--- src/rtl/cpu_pkg.sv ---
// Shared constants and register-index type for the 8-bit pipelined core.
// Fixes the architectural register file geometry and the stack pointer limits.
package cpu_pkg;

  localparam int DATA_W = 8;
  localparam int ADDR_W = 2;

  typedef enum logic [ADDR_W-1:0] {
    REG_R0 = 2'd0,
    REG_R1 = 2'd1,
    REG_R2 = 2'd2,
    REG_R3 = 2'd3
  } reg_idx_e;

  // R3 doubles as the stack pointer.
  localparam reg_idx_e REG_SP = REG_R3;

  localparam logic [ADDR_W-1:0] SP_INDEX = REG_SP;
  localparam logic [DATA_W-1:0] SP_RESET = 8'hFF;
  localparam logic [DATA_W-1:0] SP_LIMIT = 8'h80;

endpackage

--- src/rtl/wb_sp_ctrl.sv ---
// Stack pointer next-value selection for the writeback stage.
// Also generates the sticky overflow/underflow flags and the conflict pulse.
module wb_sp_ctrl
  import cpu_pkg::*;
(
  input  logic              clk,
  input  logic              rst,
  input  logic              wb_reg_write,
  input  logic [ADDR_W-1:0] wb_reg_dist,
  input  logic [DATA_W-1:0] wb_result,
  input  logic              stack_push_wb,
  input  logic              stack_pop_wb,
  input  logic              clr_flags,
  input  logic [DATA_W-1:0] sp_cur,
  output logic [DATA_W-1:0] sp_next,
  output logic              sp_we,
  output logic              stack_ovf,
  output logic              stack_unf,
  output logic              stack_conflict
);

  logic wr_sp_s;
  logic ovf_set_s;
  logic unf_set_s;
  logic conflict_s;
  logic ovf_r;
  logic unf_r;
  logic conflict_r;

  assign wr_sp_s = wb_reg_write && (wb_reg_dist == SP_INDEX);

  // Priority: explicit write, then simultaneous push/pop, then push, then pop.
  always_comb begin
    sp_next    = sp_cur;
    sp_we      = 1'b0;
    ovf_set_s  = 1'b0;
    unf_set_s  = 1'b0;
    conflict_s = 1'b0;
    if (wr_sp_s) begin
      sp_next    = wb_result;
      sp_we      = 1'b1;
      conflict_s = stack_push_wb || stack_pop_wb;
    end else if (stack_push_wb && stack_pop_wb) begin
      conflict_s = 1'b1;
    end else if (stack_push_wb) begin
      if (sp_cur == SP_LIMIT) begin
        ovf_set_s = 1'b1;
      end else begin
        sp_next = sp_cur - DATA_W'(1);
        sp_we   = 1'b1;
      end
    end else if (stack_pop_wb) begin
      if (sp_cur == SP_RESET) begin
        unf_set_s = 1'b1;
      end else begin
        sp_next = sp_cur + DATA_W'(1);
        sp_we   = 1'b1;
      end
    end else begin
      sp_we = 1'b0;
    end
  end

  // Sticky flags: a new fault in the same cycle as a clear keeps the flag set.
  always_ff @(posedge clk or posedge rst) begin
    if (rst) begin
      ovf_r      <= 1'b0;
      unf_r      <= 1'b0;
      conflict_r <= 1'b0;
    end else begin
      ovf_r      <= ovf_set_s || (ovf_r && !clr_flags);
      unf_r      <= unf_set_s || (unf_r && !clr_flags);
      conflict_r <= conflict_s;
    end
  end

  assign stack_ovf      = ovf_r;
  assign stack_unf      = unf_r;
  assign stack_conflict = conflict_r;

endmodule

--- src/rtl/wb_regfile.sv ---
// Writeback-stage register file: R0-R2 general purpose, R3 stack pointer.
// Two combinational read ports return the post-edge value (write-through).
module wb_regfile
  import cpu_pkg::*;
(
  input  logic              clk,
  input  logic              rst,
  input  logic              wb_reg_write,
  input  logic [DATA_W-1:0] wb_result,
  input  logic [ADDR_W-1:0] wb_reg_dist,
  input  logic              stack_push_wb,
  input  logic              stack_pop_wb,
  input  logic              clr_flags,
  input  logic [ADDR_W-1:0] rd_addr_a,
  input  logic [ADDR_W-1:0] rd_addr_b,
  output logic [DATA_W-1:0] rd_data_a,
  output logic [DATA_W-1:0] rd_data_b,
  output logic [DATA_W-1:0] sp_out,
  output logic              stack_ovf,
  output logic              stack_unf,
  output logic              stack_conflict
);

  localparam int NREG = 1 << ADDR_W;

  logic [DATA_W-1:0] regs_r [NREG];
  logic [DATA_W-1:0] sp_next_s;
  logic              sp_we_s;

  wb_sp_ctrl u_sp_ctrl (
    .clk            (clk),
    .rst            (rst),
    .wb_reg_write   (wb_reg_write),
    .wb_reg_dist    (wb_reg_dist),
    .wb_result      (wb_result),
    .stack_push_wb  (stack_push_wb),
    .stack_pop_wb   (stack_pop_wb),
    .clr_flags      (clr_flags),
    .sp_cur         (regs_r[SP_INDEX]),
    .sp_next        (sp_next_s),
    .sp_we          (sp_we_s),
    .stack_ovf      (stack_ovf),
    .stack_unf      (stack_unf),
    .stack_conflict (stack_conflict)
  );

  // Storage: the SP slot is owned by the stack controller, others by wb_reg_write.
  always_ff @(posedge clk or posedge rst) begin
    if (rst) begin
      for (int i = 0; i < NREG; i++) begin
        if (ADDR_W'(i) == SP_INDEX) begin
          regs_r[i] <= SP_RESET;
        end else begin
          regs_r[i] <= {DATA_W{1'b0}};
        end
      end
    end else begin
      for (int i = 0; i < NREG; i++) begin
        if (ADDR_W'(i) == SP_INDEX) begin
          if (sp_we_s) begin
            regs_r[i] <= sp_next_s;
          end
        end else if (wb_reg_write && (wb_reg_dist == ADDR_W'(i))) begin
          regs_r[i] <= wb_result;
        end
      end
    end
  end

  function automatic logic [DATA_W-1:0] bypass_read(input logic [ADDR_W-1:0] addr);
    logic [DATA_W-1:0] val;
    if (addr == SP_INDEX) begin
      val = sp_we_s ? sp_next_s : regs_r[SP_INDEX];
    end else if (wb_reg_write && (wb_reg_dist == addr)) begin
      val = wb_result;
    end else begin
      val = regs_r[addr];
    end
    return val;
  endfunction

  // Read ports see the value each register will hold after the current edge.
  always_comb begin
    rd_data_a = bypass_read(rd_addr_a);
    rd_data_b = bypass_read(rd_addr_b);
  end

  assign sp_out = regs_r[SP_INDEX];

endmodule

--- config.mk ---
export PLATFORM = sky130hd
export DESIGN_NAME = wb_regfile
export DESIGN_NICKNAME = d
export VERILOG_FILES = /design/src/rtl/cpu_pkg.sv /design/src/rtl/wb_sp_ctrl.sv /design/src/rtl/wb_regfile.sv
export SDC_FILE = /design/constraint.sdc
export NUM_CORES = 1
export LEC_CHECK = 0
export ABC_AREA = 1
export BUFFER_PORTS_ARGS = -buffer_cell sky130_fd_sc_hd__buf_2
export CAP_MARGIN = 0
export CORE_MARGIN = 2
export CORE_UTILIZATION = 55
export DETAILED_ROUTE_END_ITERATION = 10
export GPL_TIMING_DRIVEN = 0
export PLACE_DENSITY_LB_ADDON = 0.05
export RECOVER_POWER = 100
export SYNTH_ARGS = -nofsm -noshare
export SYNTH_HDL_FRONTEND = slang
export SYNTH_SLANG_ARGS = --single-unit
--- constraint.sdc ---
create_clock -name clk -period 1.89 [get_ports clk]
set_input_delay 0 -clock clk [delete_from_list [all_inputs] [get_ports clk]]
set_output_delay 0 -clock clk [all_outputs]
set_load 0.03 [all_outputs]
Yosys cells after proc, flatten, opt, wreduce, memory -nomap -nowiden
Index checks and enable logic that the tools add are counted.

Flip-flop bits (word level): 35. Input port bits: 20. Output and inout bits: 27. Word-level logic and storage cells: 70.

$add $sub $neg: 2. Order comparisons: 2. Equal/unequal tests: 9. Multiplexer cells: 34. Bitwise operators: 2. Reduce and logical (&&, ||, !) cells: 14.

Operators with widths (count): 8-bit two-way mux (15); 8-bit binary-select mux with 2-bit select (2); 1-bit two-way mux (17); 8-bit equality test, second input constant (2); 1-bit logical AND (9); 8-bit by 1-bit adder with 8-bit output, second input constant (1); 2-bit equality test, second input constant (4); 8-bit by 1-bit subtractor with 8-bit output, second input constant (1); 3-bit greater-or-equal comparator, second input constant (2); 2-bit NOT with 3-bit output (2); 2-bit equality test (2); 1-bit logical OR (3); 2-bit by 1-bit equality test with 1-bit output, second input constant (1); 2-bit logical NOT (1); 1-bit logical NOT (1).

Depth between registers and ports, before layout
Gate-level depths: netlist (run 1).

Word-level depth: 8. Gate-level depth with buffers: 13. Mapped depth without buffers: 13.

Modules after synthesis
From an unflattened synthesis (run 1), not the netlist that was laid out.

Cells, all modules: 512. Area, all modules: 3183.1 µm².

Modules (own cells, without submodules): wb_regfile (instances 1, cells an instance 368, area each 2416.1 µm², seq. area each 810.8 µm²); wb_sp_ctrl (instances 1, cells an instance 144, area each 767.0 µm², seq. area each 75.1 µm²).

Least setup slack after synthesis (run 1)
OpenSTA, ideal clock, no wires.

Kind: register -> output. Start point: register regs_r (netlist bit sp_out[0]). End point: output rd_data_a[1]. Arrival time: 1.662 ns. Required time: 1.890 ns. Slack: 0.228 ns. Cell stages (with the launch flop): 12. Buffers on the path: 0. Cells stage by stage: dfstp_2 inv_1 ha_1 nand3_1 nor2_2 nor2_4 nand2_1 nand3_1 nand2_1 nand2_1 nand3_1 nand2_1.

Cells in the longest elaborated chain, start to end: 8. Elaborated cells on any way between the ends: 18. Those cells by class: add/sub: 2; eq/ne: 2; mux: 14.

Ends and longest elaborated chain: start: declaration (RTL line wb_regfile.sv:26) `logic [DATA_W-1:0] regs_r [NREG];`; start signal: indexed assignment (RTL line wb_regfile.sv:54) `regs_r[i] <= {DATA_W{1'b0}};`; start signal: indexed assignment (RTL line wb_regfile.sv:61) `regs_r[i] <= sp_next_s;`; start signal: indexed assignment (RTL line wb_regfile.sv:64) `regs_r[i] <= wb_result;`; 8-bit by 1-bit adder with 8-bit output or 8-bit equality test (tied branches) (RTL line wb_sp_ctrl.sv:56, wb_sp_ctrl.sv:53); 8-bit two-way mux or 1-bit two-way mux (tied branches) (RTL line wb_sp_ctrl.sv:53) `if (sp_cur == SP_RESET) begin`; 8-bit two-way mux or 1-bit two-way mux (tied branches) (RTL line wb_sp_ctrl.sv:52) `end else if (stack_pop_wb) begin`; 8-bit two-way mux or 1-bit two-way mux (tied branches) (RTL line wb_sp_ctrl.sv:45) `end else if (stack_push_wb) begin`; 8-bit two-way mux or 1-bit two-way mux (tied branches) (RTL line wb_sp_ctrl.sv:43) `end else if (stack_push_wb && stack_pop_wb) begin`; 8-bit two-way mux or 1-bit two-way mux (tied branches) (RTL line wb_sp_ctrl.sv:39) `if (wr_sp_s) begin`; 8-bit two-way mux (*); 8-bit two-way mux (*) (RTL line wb_regfile.sv:72) `if (addr == SP_INDEX) begin`; end: declaration (RTL line wb_regfile.sv:16) `output logic [DATA_W-1:0] rd_data_a,`.

Mark *: on every way between the ends. The rest lies on a longest branch, timed or not.

Final worst setup path (run 1)
Start point: register regs_r (netlist bit sp_out[3]). End point: output rd_data_b[7].

Cells in the longest elaborated chain, start to end: 8. Elaborated cells on any way between the ends: 18. Those cells by class: add/sub: 2; eq/ne: 2; mux: 14.

Ends and longest elaborated chain: 8-bit by 1-bit adder with 8-bit output or 8-bit equality test (tied branches) (RTL line wb_sp_ctrl.sv:56, wb_sp_ctrl.sv:53); 8-bit two-way mux or 1-bit two-way mux (tied branches) (RTL line wb_sp_ctrl.sv:53); 8-bit two-way mux or 1-bit two-way mux (tied branches) (RTL line wb_sp_ctrl.sv:52); 8-bit two-way mux or 1-bit two-way mux (tied branches) (RTL line wb_sp_ctrl.sv:45); 8-bit two-way mux or 1-bit two-way mux (tied branches) (RTL line wb_sp_ctrl.sv:43); 8-bit two-way mux or 1-bit two-way mux (tied branches) (RTL line wb_sp_ctrl.sv:39); 8-bit two-way mux (*); 8-bit two-way mux (*) (RTL line wb_regfile.sv:72); end: declaration (RTL line wb_regfile.sv:17) `output logic [DATA_W-1:0] rd_data_b,`.

Marked as above.

==> impl_metrics.tcl, run 1 <==
set metrics [dict create \
    status "finished with violations" \
    violations "setup timing" \
    routed_wl_um 9320 \
    grt_pass1_vias 3167 \
    top_layer_used "met4" \
    slew_violations 0 \
    leakagePower_uw 0.00178 \
    ys_warn_count 0 \
    insertedDiodeCount 0 \
    avgSynthCellArea_sq_um 6.60 \
    met2WireLength_um 4600 \
    h-tree-depth 2 \
    final_common_cell "nand2_1" \
    cap_viol_max_count 0 \
    ys_ff_latch 35 \
    grt_max_degree 36 \
    worstSkewPairLatency_ps 290 \
    clk_pin_slew_worst_paths_ps 80 \
    crit_path_max_incr_delay_ps 680 \
    portBuffers 45 \
    die_w_um 76.2 \
    grt_pass1_wl_um 14900 \
    crit_slowest_cell "dfstp_2" \
    seq_area_frac_synth 0.309 \
    routabilityCongestion 0.944 \
    drt_iter0_markers 291 \
    avgRoutedWirePerCell_um 16.1 \
    rows 26 \
    start_util 0.565 \
    hpwl_um 6440 \
    final_nets 530 \
    dp.cells 549 \
    p_per_area_mw_per_mm2 1030 \
    drive_gt1_frac 0.303 \
    crit_arrival_ps 2150 \
    core_sq_mm 0.00507 \
    grt_overflow 0 \
    clockBufferDepth 2 \
    setup.worst_path.start_class "flop" \
    final_cell_mix "nand2_1 (104), o21ai_0 (58), inv_1 (35), buf_2 (29)" \
    hold_viol_final 0 \
    syn_area_sq_mm 0.00287 \
    worstMarginPinSlew_ps 1350 \
    dr_wl_met3_um 673 \
    hold_class "in2reg" \
    place_area_sq_mm 0.00318 \
    cp.required_ps 1890 \
    die_area_sq_mm 0.00580 \
    syn_nets 457 \
    postSynthCellCount 434 \
    rsz0062_at_grt "true" \
    critical_path.max_fanout 7 \
    drc 0 \
    yosys.cell_types.count 38 \
    setup_viol 16 \
    fmax_mhz 465 \
    viasPerCell 5.85 \
    clock_skew_ps 8.06 \
    slew_headroom 0.100 \
    fin_crit_ps 2150 \
    grtUsageTotal 0.316 \
    io_pins 47 \
    finalNonFillerCells 578 \
    peakVddDrop_mv 0.544 \
    cp_top_family "simple AND/OR/NAND/NOR gates" \
    worst-setup-path-type "reg2out" \
    area.growth.synth_to_final_pct 30.4 \
    stdcell_area_sq_mm 0.00374 \
    clock-sinks 35 \
    drtPass1Iterations 6 \
    cts_buffers 5 \
    cp_cell_sequence "inv_4 -> nor3_4 -> nand3_1 -> nand3_2 -> nand3_2 -> nand2_2 -> nand3_1 -> nand2_1 -> buf_6" \
    antenna_found_initial 0 \
    path_buf_inv 2 \
    met1_length_um 3690 \
    period_share 1.14 \
    clock-root-buffer "clkbuf_8" \
    setup_slack_ps -261 \
    vias 3383 \
    drtAntennaViolNets 0 \
    die_h_um 76.2 \
    tritoncts "done" \
    endpoint_kind "output port" \
]
-- layer usage --
metal / vias up / GRT usage
met2: 169 / 0.549
met4: 0 / 0.122
met3: 43 / 0.0474
met5: - / 0
li1: 1588 / -
met1: 1583 / 0.399
-- state kept, by name, indices dropped and copies added (netlist names) --
register	count
regs_r	24
sp_out	8
u_sp_ctrl.stack_conflict	1
u_sp_ctrl.stack_ovf	1
u_sp_ctrl.stack_unf	1
-- path summary, 6_finish.rpt --
| kind | from | end | slack [ps] | depth (start not counted) |
|---|---|---|---|---|
| min | wb_result[3] | regs_r[11] | 90 | 3 |
| max in group asynchronous | rst | regs_r[12] | 450 | 3 |
| min in group asynchronous | rst | regs_r[22] | 640 | 3 |
| min reg2reg | regs_r[17] | regs_r[17] | 490 | 2 |
| max reg2reg | sp_out[0] | sp_out[6] | 40 | 10 |
| max | sp_out[3] | rd_data_b[7] | -260 | 9 |
-- synthesized netlist by cell type (all sizes together) --
cell type,n,area (sq um)
clkinv,3,12.5
o21bai,1,7.51
o211ai,22,170
o221ai,1,8.76
o311ai,1,8.76
dfstp,8,210
a21oi,21,105
a21boi,2,15.0
nand2,128,495
xor2,4,35.0
nor2,25,121
nand3b,1,7.51
o21ai,66,338
nand3,44,230
o22ai,1,6.26
dfrtp,27,676
buf,19,125
xnor2,2,17.5
or2,1,6.26
nand4,1,6.26
a32oi,1,8.76
clkbuf,6,22.5
o32ai,1,8.76
inv,42,160
ha,3,37.5
nor3,3,26.3
-- logic make-up after synthesis --
kind of cell	count (synthesis)	synth area share
and+or+nand+nor	203	0.312
AOI/OAI and AO/OA	117	0.236
buffers and inverters	70	0.112
DFF	35	0.309
xor gates and xnor gates	6	0.0183
adders and majority gates	3	0.0131
-- layout make-up --
class                           count  area [sq um]
Buffer                             25           155
Clock buffer                        6          72.6
Clock inverter                      2          12.5
Fill cell                         418          1340
Inverter                           45           178
Multi-Input combinational cell    329          1850
Sequential cell                    35           886
Tap cell                           70          87.6
Timing Repair Buffer               66           493
-- power breakdown --
part | internal, uW | total, uW | switching, uW | leakage [uW]
sequential | 933 | 1110 | 180 | 0.000424
clock | 258 | 536 | 278 | 0.0000412
combinational | 879 | 2190 | 1310 | 0.00132
total | 2070 | 3830 | 1760 | 0.00178
-- per-stage QoR --
step	hold slack, ps	worst slack, ps	utilization	power, uW	TNS [ps]
after floorplan	91.1	228	-	2300	0
after global placement	203	-73.3	0.626	2690	-318
after detailed placement	214	-84.1	0.626	2710	-438
after CTS	81.9	-194	0.712	3620	-2730
after global routing	112	-359	0.737	4040	-4830
final	91.1	-261	0.737	3830	-3530
-- worst reg2reg max path, cell delays in order (launching register included) --
cell and delay [ps]:
dfstp_2 650, ha_4 200, nand3_2 100, nor2_4 130, nand3_1 90, nand3_1 100
nand3b_1 150, buf_4 170, buf_4 120, nand2_1 40, inv_1 40
-- repair_timing --
action / in CTS / in global routing
hold buffers: 2 / 1
gates resized for setup: 66 / 23
endpoints found under the hold margin: 3 / 27
pin swaps: 18 / 11
endpoints found under the setup margin: 16 / 17
setup buffers: 14 / 6
(Power assumes the default switching activity.)
==> run 2: changes to the inputs <==
- PLACE_DENSITY: default -> 0.88
- PLACE_DENSITY_LB_ADDON: 0.05 -> default
==> impl_metrics.tcl, run 2 (same netlist as run 1, synthesis figures left out) <==
set metrics [dict create \
    status "finished with violations" \
    violations "setup timing" \
    die_area_sq_mm 0.00580 \
    final_common_cell "nand2_1" \
    top_register "regs_r" \
    antenna_found_initial 0 \
    fmax_mhz 457 \
    core_sq_mm 0.00507 \
    setup_viol 17 \
    grt_pass1_wl_um 14600 \
    h-tree-depth 2 \
    worst-setup-path-type "reg2out" \
    drtPass1Iterations 6 \
    leakagePower_uw 0.00174 \
    clockBufferDepth 2 \
    hpwl_um 6350 \
    dp.cells 549 \
    clk_pin_slew_worst_paths_ps 70 \
    insertedDiodeCount 0 \
    vias 3415 \
    slew_headroom 0.0896 \
    largest_reg_flops 24 \
    die_w_um 76.2 \
    drtAntennaViolNets 0 \
    grt_max_degree 36 \
    drc 0 \
    hold_viol_final 0 \
    clock-sinks 35 \
    cap_viol_max_count 0 \
    area.growth.synth_to_final_pct 27.3 \
    slew_violations 0 \
    clock_skew_ps 12.6 \
    finalNonFillerCells 576 \
    setup.worst_path.start_class "flop" \
    routabilityCongestion 0.948 \
    hold_class "in2reg" \
    start_util 0.565 \
    routed_wl_um 9210 \
    grt_pass1_vias 3102 \
    p_total_uw 3780 \
    critical_path.max_fanout 6 \
    avgRoutedWirePerCell_um 16.0 \
    peakVddDrop_mv 0.519 \
    crit_arrival_ps 2190 \
    multi_input_area_sq_mm 0.00178 \
    clock-root-buffer "clkbuf_8" \
    rsz0062_at_grt "true" \
    worstSkewPairLatency_ps 300 \
    drt_iter0_markers 355 \
    rows 26 \
    period_share 1.16 \
    final_nets 528 \
    endpoint_kind "output port" \
    viasPerCell 5.93 \
    p_per_area_mw_per_mm2 1040 \
    tritoncts "done" \
    grtUsageTotal 0.311 \
    n_fill_cell 397 \
    fin_crit_ps 2190 \
    setup_slack_ps -296 \
    grt_overflow 0 \
    io_pins 47 \
    regArea_sq_um 886 \
    final_cell_mix "nand2_1 (109), o21ai_0 (59), inv_1 (36), nand3_1 (36), buf_2 (30)" \
    cp.required_ps 1890 \
    die_h_um 76.2 \
    drive_gt1_frac 0.277 \
    cts_buffers 5 \
    portBuffers 45 \
    worstMarginPinSlew_ps 1360 \
]
run 2: cell types whose count changed in the layout (fill, tap and decap cells not counted), moves of 3 or more:
cell	before	now
nand2_4	4	1
nand3_2	17	8
nand3_1	27	36
nand2_1	104	109
run 2: metal layers:
layer / vias up / global-route usage / wire length [um]
met3: 51 / 0.0415 / 739
met5: - / 0 / 0
met4: 0 / 0.145 / 405
li1: 1591 / - / -
met1: 1556 / 0.381 / 3590
met2: 217 / 0.543 / 4470
run 2: repair_timing:
action,4_1_cts,5_1_grt
endpoints found under the hold margin,3,27
gates cloned,0,0
hold buffers,2,1
resized for setup,57,12
endpoints found under the setup margin,16,17
pin swaps,12,12
setup buffers,14,2
run 2: power by group:
group	leakage, uW	switching (uW)	internal, uW
clock network	0.0000408	312	263
logic	0.00127	1250	837
registers	0.000424	181	932
total	0.00174	1750	2030
run 2: critical path: stages (launching register included):
cell and delay (ps):
dfstp_2 640, inv_4 80, ha_4 170, nand3_2 70, nor2_2 50, nor2_4 190, nand2_1 80, nand3_1 100
nand3_2 90, nand2_2 90, nand2_1 80, nand2_1 110, buf_6 140
run 2: worst paths after layout:
| check | startpoint | end | slack (ps) | cells past startpoint |
|---|---|---|---|---|
| max in group asynchronous | rst | regs_r[8] | 460 | 3 |
| min reg2reg | regs_r[24] | regs_r[24] | 490 | 2 |
| max reg2reg | sp_out[1] | sp_out[7] | -220 | 11 |
| max | sp_out[0] | rd_data_a[3] | -300 | 12 |
| min | wb_result[6] | regs_r[22] | 70 | 3 |
| min in group asynchronous | rst | regs_r[15] | 630 | 3 |
run 2: through the flow:
stage	util	setup TNS (ps)	setup slack, ps	hold slack, ps	cell area (sq um)
after global routing	0.719	-5360	-382	81.2	3650
after floorplan	-	0	228	91.1	2870
after CTS	0.706	-2870	-192	54.9	3580
after global placement	0.626	-193	-52.8	206	3180
after detailed placement	0.626	-153	-44.5	209	3180
final	0.719	-4000	-296	72.8	3650
run 2: area by class of cell:
| type | count | area share |
|---|---|---|
| Tap cell | 70 | 0.0240 |
| Buffer | 25 | 0.0415 |
| Clock buffer | 5 | 0.0189 |
| Multi-Input combinational cell | 329 | 0.487 |
| Inverter | 45 | 0.0487 |
| Clock inverter | 3 | 0.00651 |
| Timing Repair Buffer | 64 | 0.130 |
| Sequential cell | 35 | 0.243 |
==> run 3: changes to the inputs <==
- RECOVER_POWER: 100 -> 50
==> impl_metrics.tcl, run 3 (same netlist as run 1, synthesis figures left out) <==
set metrics [dict create \
    grtUsageTotal 0.311 \
    regToRegSetupSlack_ps -220 \
    drtPass1Iterations 5 \
    p_per_area_mw_per_mm2 1040 \
    cp_common_cell "nand3_1" \
    grt_pass1_wl_um 14600 \
    fin_crit_ps 2190 \
    final_nets 528 \
    core_sq_mm 0.00507 \
    clk_pin_slew_worst_paths_ps 90 \
    drc 0 \
    top_register "regs_r" \
    whs_ps 73.1 \
    setup_slack_ps -301 \
    worst-setup-path-type "reg2out" \
    reg2reg_from "sp_out[1]" \
    clockBufferDepth 2 \
    routabilityCongestion 0.948 \
    h-tree-depth 2 \
    clock_skew_ps 13.2 \
    dp.cells 549 \
    hold_class "in2reg" \
    rsz0062_at_grt "true" \
    die_w_um 76.2 \
    tns_ps -4030 \
    antenna_found_initial 0 \
    min_to "regs_r[22]" \
    vias 3417 \
    hold_viol_final 0 \
    worst_hold_path.num_cells 3 \
    grt_pass1_vias 3102 \
    tritoncts "done" \
    die_h_um 76.2 \
    status "finished with violations" \
    worstMarginPinSlew_ps 1360 \
    rows 26 \
    die_area_sq_mm 0.00580 \
    peakVddDrop_mv 0.519 \
    drive_gt1_frac 0.283 \
    worstSkewPairLatency_ps 300 \
    period_share 1.16 \
    grt_overflow 0 \
    crit_slowest_cell "dfstp_2" \
    slew_headroom 0.0956 \
    crit_arrival_ps 2190 \
    endpoint_kind "output port" \
    clock-root-buffer "clkbuf_8" \
    cts_buffers 5 \
    portBuffers 45 \
    cp_top_family "simple AND/OR/NAND/NOR gates" \
    grt_max_degree 36 \
    final_util 0.720 \
    final_common_cell "nand2_1" \
    drt_iter0_markers 355 \
    viasPerCell 5.93 \
    slew_violations 0 \
    setup_viol 17 \
    violations "setup timing" \
    final_cell_mix "nand2_1 (109), o21ai_0 (59), inv_1 (36), nand3_1 (36), buf_2 (33)" \
    routed_wl_um 9220 \
    multi_input_area_sq_mm 0.00178 \
    holdCritStartpoint "wb_result[6]" \
    crit_path_max_incr_delay_ps 630 \
    cp.required_ps 1890 \
    n_fill_cell 394 \
    r2r_cells 11 \
    fmax_mhz 456 \
    regArea_sq_um 886 \
    leakagePower_uw 0.00175 \
    finalNonFillerCells 576 \
    drtAntennaViolNets 0 \
    hpwl_um 6350 \
    start_util 0.565 \
    area.growth.synth_to_final_pct 27.5 \
    largest_reg_flops 24 \
    critical_path.max_fanout 4 \
    insertedDiodeCount 0 \
    path_buf_inv 2 \
    setup.worst_path.start_class "flop" \
    avgRoutedWirePerCell_um 16.0 \
    cap_viol_max_count 0 \
    cp_cell_sequence "buf_6 -> nand2_2 -> nor3_4 -> nand3_1 -> nand3_2 -> nand3_1 -> nand2_1 -> nand3_1 -> nand2_1 -> buf_6" \
    clock-sinks 35 \
    io_pins 47 \
    r2r_end "sp_out[7]" \
]
[run 3: changes by cell type in the layout (fill, tap and decap cells not counted)]
| cell | change |
|---|---|
| buf_2 | +3 |
| clkbuf_1 | -3 |
[run 3: metal layers]
layer | vias up | GRT usage | share of wire
met5 | - | 0 | 0
met4 | 0 | 0.145 | 0.046
met3 | 57 | 0.0415 | 0.079
met2 | 225 | 0.543 | 0.48
met1 | 1543 | 0.381 | 0.39
li1 | 1592 | - | -
[run 3: worst max-delay path by stage]
| stage | start | endpoint | slack [ps] | cells past startpoint |
|---|---|---|---|---|
| finish | sp_out[1] | rd_data_a[7] | -300 | 10 |
| global route | sp_out[1] | rd_data_a[2] | -380 | 14 |
| CTS | sp_out[1] | rd_data_b[4] | -190 | 12 |
| detailed placement | sp_out[0] | rd_data_a[1] | -40 | 12 |
| global placement | sp_out[0] | rd_data_a[1] | -50 | 12 |
| floorplan | sp_out[0] | rd_data_a[1] | 230 | 11 |
[run 3: layout make-up]
cell class / instances / area share
Multi-Input combinational cell: 329 / 0.487
Clock inverter: 3 / 0.00651
Timing Repair Buffer: 64 / 0.131
Inverter: 45 / 0.0486
Buffer: 25 / 0.0414
Clock buffer: 5 / 0.0188
Sequential cell: 35 / 0.242
Tap cell: 70 / 0.0240
[run 3: timing repair]
| action | in CTS | in global routing |
|---|---|---|
| hold buffers | 2 | 1 |
| endpoints found under the setup margin | 16 | 17 |
| pin swaps | 12 | 12 |
| endpoints found under the hold margin | 3 | 27 |
| buffers inserted | 14 | 2 |
| resized for setup | 57 | 12 |
[run 3: metrics by stage]
| stage | total power [uW] | instance area (sq um) | worst slack, ps |
|---|---|---|---|
| floorplan | 2300 | 2870 | 228 |
| global placement | 2680 | 3180 | -52.8 |
| finish | 3790 | 3650 | -301 |
| global route | 3990 | 3650 | -382 |
| detailed placement | 2720 | 3180 | -44.5 |
| CTS | 3630 | 3580 | -192 |
[run 3: tightest hold or removal path: cells and delay by family]
kind	cells	cell delay, ps
buffers and inverters	2	170
AO/OA/AOI/OAI	1	160
[run 3: power by group]
part / total, uW / switching [uW] / internal [uW]
Combinational: 2100 / 1250 / 843
Sequential: 1110 / 181 / 932
Clock: 576 / 313 / 263
Total: 3790 / 1750 / 2040
